`config.mk`:
```
export PLATFORM = sky130hd
export DESIGN_NAME = fetch_unit
export DESIGN_NICKNAME = d
export VERILOG_FILES = /design/src/rtl/fetch_unit.sv
export SDC_FILE = /design/constraint.sdc
export NUM_CORES = 1
export LEC_CHECK = 0
export CORE_ASPECT_RATIO = 0.9
export CORE_MARGIN = 2
export CORE_UTILIZATION = 55
export DETAILED_ROUTE_END_ITERATION = 8
export GPL_TIMING_DRIVEN = 0
export PLACE_DENSITY = 0.81
export RECOVER_POWER = 50
export SETUP_SLACK_MARGIN = 0.5
export SKIP_LAST_GASP = 1
export SLEW_MARGIN = 20
export SYNTH_ARGS = -nofsm -noshare
export SYNTH_HDL_FRONTEND = slang
export SYNTH_SLANG_ARGS = --single-unit
```
`constraint.sdc`:
```
create_clock -name clk_i -period 4.55 [get_ports clk_i]
set_input_delay 0.91 -clock clk_i [delete_from_list [all_inputs] [get_ports clk_i]]
set_output_delay 0.91 -clock clk_i [all_outputs]
set_load 0.005 [all_outputs]
```
`src/rtl/fetch_unit.sv`:
```
// Instruction fetch: issues sequential word PCs on a req/gnt/rvalid port and buffers the returned words in order for decode.
// Latency: first request one cycle after reset release; rvalid to instr_valid_o is one cycle (registered head, no bypass).
// Backpressure: new requests are credit-limited so buffered words plus granted-but-unreturned requests never exceed FIFO_DEPTH.
module fetch_unit #(
    parameter logic [31:0] RESET_PC   = 32'h0000_0000,
    parameter int          FIFO_DEPTH = 2
) (
    input  logic        clk_i,
    input  logic        rst_ni,
    output logic        imem_req_o,
    output logic [31:0] imem_addr_o,
    input  logic        imem_gnt_i,
    input  logic        imem_rvalid_i,
    input  logic [31:0] imem_rdata_i,
    input  logic        redirect_i,
    input  logic [31:0] redirect_pc_i,
    output logic        instr_valid_o,
    input  logic        instr_ready_i,
    output logic [31:0] instr_o,
    output logic [31:0] pc_o
);
    localparam int IW = $clog2(FIFO_DEPTH);
    localparam int CW = IW + 1;
    localparam logic [CW-1:0] DEPTH_C = CW'(FIFO_DEPTH);

    typedef struct packed {
        logic [31:0] instr;
        logic [31:0] pc;
    } entry_t;

    // run_q holds off the first request until the first edge after reset release.
    logic          run_q;
    // pend_q: a request is being held ungranted; stale_q: that held request predates a redirect.
    logic          pend_q;
    logic          stale_q;
    logic [31:0]   fetch_pc_q;
    logic [31:0]   stale_addr_q;
    logic [31:0]   resp_pc_q;
    logic [CW-1:0] count_q;
    logic [CW-1:0] out_q;
    logic [CW-1:0] discard_q;
    // slot_q[0] is the registered head shown to decode; later slots queue behind it.
    entry_t        slot_q [FIFO_DEPTH];

    logic          pop;
    logic          new_req;
    logic          granted;
    logic          drop;
    logic          push;
    logic          overflow;
    logic [CW:0]   used;
    logic [CW-1:0] out_next;
    logic [CW-1:0] count_next;
    logic [CW-1:0] discard_next;
    logic [CW-1:0] wr_idx;
    logic [31:0]   redirect_target;
    logic          unused_pc_bits;

    assign unused_pc_bits = ^redirect_pc_i[1:0];

    // A held request keeps priority; a stale one keeps its pre-redirect address until granted.
    assign imem_req_o    = pend_q | new_req;
    assign imem_addr_o   = stale_q ? stale_addr_q : fetch_pc_q;
    assign instr_valid_o = (count_q != '0);
    assign instr_o       = slot_q[0].instr;
    assign pc_o          = slot_q[0].pc;

    // Credit, response filtering and next-state counter arithmetic.
    always_comb begin
        redirect_target = {redirect_pc_i[31:2], 2'b00};
        pop             = instr_valid_o & instr_ready_i;
        used            = {1'b0, count_q} + {1'b0, out_q} - {{CW{1'b0}}, pop};
        // No fresh request in a redirect cycle: it would fetch the old stream only to be discarded.
        new_req         = run_q & ~pend_q & ~redirect_i & (used < {1'b0, DEPTH_C});
        granted         = imem_req_o & imem_gnt_i;
        drop            = imem_rvalid_i & (discard_q != '0);
        push            = imem_rvalid_i & ~drop & ~redirect_i;
        out_next        = out_q + CW'(granted) - CW'(imem_rvalid_i);
        count_next      = redirect_i ? '0 : (count_q - CW'(pop) + CW'(push));
        // Every response still owed to the old stream is dropped, including a held request not yet granted.
        discard_next    = redirect_i ? (out_next + CW'(imem_req_o & ~imem_gnt_i))
                                     : (discard_q - CW'(drop));
        wr_idx          = count_q - CW'(pop);
        overflow        = imem_rvalid_i & (discard_q == '0) & ~redirect_i & (count_q == DEPTH_C) & ~pop;
    end

    // Fetch/response PCs, request hold state and the occupancy/outstanding/discard counters.
    always_ff @(posedge clk_i or negedge rst_ni) begin
        if (!rst_ni) begin
            run_q        <= 1'b0;
            pend_q       <= 1'b0;
            stale_q      <= 1'b0;
            fetch_pc_q   <= RESET_PC;
            stale_addr_q <= RESET_PC;
            resp_pc_q    <= RESET_PC;
            count_q      <= '0;
            out_q        <= '0;
            discard_q    <= '0;
        end else begin
            run_q     <= 1'b1;
            pend_q    <= imem_req_o & ~imem_gnt_i;
            count_q   <= count_next;
            out_q     <= out_next;
            discard_q <= discard_next;

            if (redirect_i) begin
                stale_q      <= imem_req_o & ~imem_gnt_i;
                stale_addr_q <= imem_addr_o;
            end else if (granted) begin
                stale_q <= 1'b0;
            end

            // Granting a stale request must not advance the already-redirected fetch PC.
            if (redirect_i) begin
                fetch_pc_q <= redirect_target;
            end else if (granted && !stale_q) begin
                fetch_pc_q <= fetch_pc_q + 32'd4;
            end

            if (redirect_i) begin
                resp_pc_q <= redirect_target;
            end else if (push) begin
                resp_pc_q <= resp_pc_q + 32'd4;
            end
        end
    end

    // Shift-register buffer: pop shifts toward the head, push lands just behind the surviving entries.
    always_ff @(posedge clk_i or negedge rst_ni) begin
        if (!rst_ni) begin
            for (int i = 0; i < FIFO_DEPTH; i++) begin
                slot_q[i] <= '0;
            end
        end else begin
            // With a single entry the head is left alone on pop so the outputs keep their last value.
            if (pop && (count_q > CW'(1))) begin
                for (int i = 0; i < FIFO_DEPTH - 1; i++) begin
                    slot_q[i] <= slot_q[i+1];
                end
            end
            if (push && (wr_idx < DEPTH_C)) begin
                slot_q[wr_idx[IW-1:0]] <= entry_t'{instr: imem_rdata_i, pc: resp_pc_q};
            end
        end
    end

    // Responses only answer granted requests, and the credit rule keeps a kept response from finding the buffer full.
    assert property (@(posedge clk_i) disable iff (!rst_ni) !(imem_rvalid_i && (out_q == '0)));
    assert property (@(posedge clk_i) disable iff (!rst_ni) !overflow);
    // A raised request keeps its address until granted, redirect or not.
    assert property (@(posedge clk_i) disable iff (!rst_ni)
                     (imem_req_o && !imem_gnt_i) |=> (imem_req_o && $stable(imem_addr_o)));

endmodule
```
==> run metrics <==
FF-to-FF Start=count_q[1]$_DFF_PN0_; failing checks=max-capacitance violations, max-slew violations; Wirelength per Cell=18.42 um; Critical path origin=count_q[1]$_DFF_PN0_; post-synth cell types=46; share of cells above drive strength 1=23.59%; port buffer count=165; status=finished, violations left; fin crit period=3.775 ns; Die W=156.4 um; die area=22090 sq um; worst vdd ir=0.3785 mV; post-synthesis sequential area ratio=49.39%; RePlAce Congestion=0.8632; Tot Pwr=8.483 mW; clock sinks=227; Startpoint Class=flop; Synth Net Count=1074; Finished Cell Area=14380 sq um; fin util=69.65%; Post-Layout Cell Count=1469; Final Cycle Share=82.97%; WHS=0.4812 ns; vias in the first global route=8202; worst slack at placement=-0.05017 ns; total iterations of the first detailed-routing run=5; HP Start=stale_addr_q[0]$_DFFE_PN0P_; Max-Cap Viols=1; Synth Instances=993; fmax=264.9 MHz; Post-Route Setup TNS=0 ns; Post-Syn Area=11500 sq um; Final Hold Viols=0; clock-pin transition on the worst setup and hold timing paths=0.06 ns; flops & latches, synth=227; vias=8267; Routed WL=27.05 mm; core box area=20640 sq um; Bufs on Longest Clock Path=3; Root Buffer=clkbuf_16; Top Ports=168; antenna violations before repair=1; Power per Cell Area=590.0 nW/um^2; Initial DRC Count=592; Via-to-Cell Ratio=5.628; Worst Path Required=3.64 ns; initial cell density of the core=55.72%; post-placement cell count=1420; Crit Path Max Fanout=3; Hold Path Sink=stale_addr_q[0]$_DFFE_PN0P_; Max Slew Vio Count=31; CTS buffer count=25; nets=1270; worst hold path depth=1; most frequent cells in the layout=dfrtp_1 (227), clkdlybuf4s50_1 (135), nand2_1 (100); CP Data Arrival Time=2.87 ns; Crit. End Element=output pin; worst r2r dst=discard_q[1]$_DFF_PN0_; largest net degree at the start of global routing=102; Leak Pwr=6.527 nW; number of synthesized flops with an enable pin=0; latest clock arrival within the worst-skew pair=0.52 ns; area of the multi-input gates=5010 sq um; RSZ-0062 raised after global routing=false; FFs w/ async S/R, synth=100.0%; Mapped Avg Cell Area=11.58 sq um; Seq. cell area=5680 sq um; Main synth FF type=dfrtp_1; Slew @ Worst Pin=1.971 ns; Worst Slack Setup Final=0.7748 ns; Area growth, synth to finish=25.01%; crit path kind=flop to output pin; worst hold path type=flop to flop; Tot GR Track Use=25.09%; antenna-violating nets left=0; htree depth=1; Worst Reg-to-Reg Cells=19; final clock skew=0.009044 ns; dpl cell area=13540 sq um; FILL cells=1441; gr ovfl total=0; Post-DP HPWL=19.06 mm; Synthesis Warnings=0; setup violators final=0; Max-slew headroom=-31.43%; CTS tree=yes; row cnt=50; wire length of the first global-routing pass=44.17 mm; DRC=0; most common cell after layout, fill and taps aside=dfrtp_1; Die Ht=141.2 um; reg2reg setup slack=1.03 ns
==> registers in the layout, indices dropped and copies added (netlist names) <==
| register | count |
|---|---|
| instr_o | 32 |
| stale_q | 1 |
| fetch_pc_q | 30 |
| stale_addr_q | 32 |
| run_q | 1 |
| pc_o | 32 |
| pend_q | 1 |
| slot_q | 62 |
| resp_pc_q | 30 |
| out_q | 2 |
| count_q | 2 |
| discard_q | 2 |
==> layer usage <==
metal	track usage [%]	wire length, um	vias to the layer above
met5	0	0	-
met4	5.408	460	0
met3	3.781	1787	37
met2	39.44	12440	297
met1	37.20	12360	4097
li1	-	-	3836
==> cells by family after synthesis <==
kind of cell / after synthesis / synth area share (%)
other cells: 1 / 0.03260
fa+ha+maj: 11 / 1.262
xor+xnor: 48 / 3.655
mux: 211 / 21.92
simple gates: 241 / 10.65
compound gates: 119 / 5.994
buf+inv: 135 / 7.103
flops: 227 / 49.39
==> synthesized netlist by cell type, types with 14 or more instances <==
| cell | count | area, sq um |
|---|---|---|
| mux2_4 | 60 | 900.9 |
| mux2i_1 | 64 | 640.6 |
| mux2_2 | 87 | 979.7 |
| xnor2_1 | 25 | 219.0 |
| nor2_1 | 22 | 82.58 |
| clkbuf_1 | 27 | 101.4 |
| o21ai_0 | 74 | 370.4 |
| buf_4 | 64 | 480.5 |
| dfrtp_1 | 227 | 5680 |
| nand2_1 | 100 | 375.4 |
| nor3_1 | 14 | 70.07 |
| buf_2 | 14 | 70.07 |
| nor4_1 | 14 | 87.58 |
| nand3_1 | 17 | 85.08 |
| xor2_1 | 23 | 201.4 |
| inv_1 | 17 | 63.81 |
| nand4_1 | 25 | 156.4 |
==> area by class of cell <==
cell class	instances	area share, %
inverters	17	0.4438
clock buffers	31	4.647
clock inverters	15	1.114
diodes	1	0.01740
well taps	260	2.262
repair buffers	169	11.96
multi-input cells	631	34.84
plain buffers	118	5.212
flip-flops and latches	227	39.51
==> power breakdown <==
group          switching, mW  total, mW  internal [mW]
clock network          0.833       2.05           1.22
registers              0.479       3.20           2.72
logic                   1.27       3.23           1.96
total                   2.58       8.48           5.90
==> how the worst max path moves through the flow <==
stage,end,cells past startpoint,slack [ns]
6_report,imem_req_o,11,0.77
5_1_grt,imem_req_o,11,0.63
4_1_cts,imem_req_o,10,0.53
3_5_place_dp,imem_req_o,10,-0.05
3_3_place_gp,stale_addr_q[6]$_DFFE_PN0P_,1,-7.02
2_1_floorplan,discard_q[1]$_DFF_PN0_,16,0.93
==> timing repair <==
action	4_1_cts	5_1_grt
endpoints found under the setup margin	1	1
hold endpoints to repair	0	0
hold buffers	0	0
resized for setup	6	2
gates cloned	0	0
pin swaps	2	2
setup buffers	2	0
==> critical path, cell delays in order (launching register included) <==
cell and delay [ns]:
dfrtp_1 0.40, inv_1 0.10, nand2_1 0.08, and2_4 0.17, ha_1 0.26, nand2b_1 0.16
fa_2 0.34, xor2_1 0.16, a41oi_2 0.25, inv_1 0.10, buf_6 0.13, clkdlybuf4s15_2 0.22
Note: power is estimated with default switching activity, not from simulation.
==> edit, RTL diff (same settings) <==
Change the parameter `FIFO_DEPTH` from 2 to 4.
--- a/src/rtl/fetch_unit.sv
+++ b/src/rtl/fetch_unit.sv
@@ -5,3 +5,3 @@
     parameter logic [31:0] RESET_PC   = 32'h0000_0000,
-    parameter int          FIFO_DEPTH = 2
+    parameter int          FIFO_DEPTH = 4
 ) (
Check against the original RTL: not equivalent (a bounded check fails within 4 cycles, from zero or initial values and one cycle with rst_ni low).
==> edit against the original RTL <==
The run still ends with max-capacitance violations, max-slew violations left. Power is 39% higher. Sequential cell count is 131 higher. Cell area is 45% higher. Synthesized cell count is 79% higher. Routed wire length is 65% higher. Synthesized area is 50% higher. Worst setup slack worse by 0.22 ns. Critical path type unchanged.
==> edit: results <==
export IMPL_status="finished with violations"
export IMPL_violations="max-capacitance violations, max-slew violations"
export IMPL_largest_reg_flops=190
export IMPL_wl_met3_um=3415
export IMPL_grtUsageMet1_pct=37.88
export IMPL_port_buffer_count=164
export IMPL_synth_common_cells="nand2_1, dfrtp_1, nor2_1"
export IMPL_hpwlAfterDp_um=31270
export IMPL_synth_nets=1863
export IMPL_synth_cell_types=58
export IMPL_worstMarginPinSlew_ns=2.656
export IMPL_slew_violations=44
export IMPL_dpl_cell_area_mm2=0.01954
export IMPL_synth_fa_ha_area_share_pct=1.348
export IMPL_cap_viol_max_count=1
export IMPL_n_antenna_cell=0
export IMPL_vdd_ir_drop_max_mv=0.3100
export IMPL_finalInstanceArea_mm2=0.02084
export IMPL_power_leakage_nw=9.030
export IMPL_first_global_vias=13900
export IMPL_grt_pass1_wl_um=72080
export IMPL_antenna_found_initial=0
export IMPL_cp_top_family="simple AND/OR/NAND/NOR gates"
export IMPL_dp_slack_ns=-0.4948
export IMPL_crit_fanout=4
export IMPL_regArea_mm2=0.008959
export IMPL_cts_setup_buffers=1
export IMPL_cts_resized_gates=13
export IMPL_drive_above_1_share_pct=15.09
export IMPL_reg2reg_depth=21
export IMPL_fin_crit_sh_pct=87.84
export IMPL_met1_length_um=19250
export IMPL_synthXorXnorAreaFrac_pct=1.319
export IMPL_met2_length_um=20910
export IMPL_slowest_delay_ns=0.51
## edit: cell count changes in the layout (fill, tap and decap cells not counted), sizes merged, moves of 32 or more
cell | unedited run | this run
dfrtp | 227 | 358
nand2 | 100 | 368
nor2 | 22 | 175
mux2 | 147 | 115
clkbuf | 63 | 148
a31oi | 9 | 141
## edit: stage by stage
stage / power (mW) / hold slack (ns)
2_1_floorplan: 7.100 / 0.4450
3_3_place_gp: 8.454 / 0.4618
3_5_place_dp: 8.649 / 0.4716
4_1_cts: 11.81 / 0.2666
5_1_grt: 12.45 / 0.5098
6_report: 11.79 / 0.4957
## edit: power by group through the flow
| stage | Combinational, mW | Clock (mW) | Sequential (mW) |
|---|---|---|---|
| floorplan | 2.46 | 0 | 4.64 |
| global placement | 3.65 | 0 | 4.80 |
| detailed placement | 3.81 | 0 | 4.84 |
| CTS | 3.92 | 3.08 | 4.81 |
| global route | 4.30 | 3.22 | 4.93 |
| finish | 3.90 | 3.05 | 4.83 |
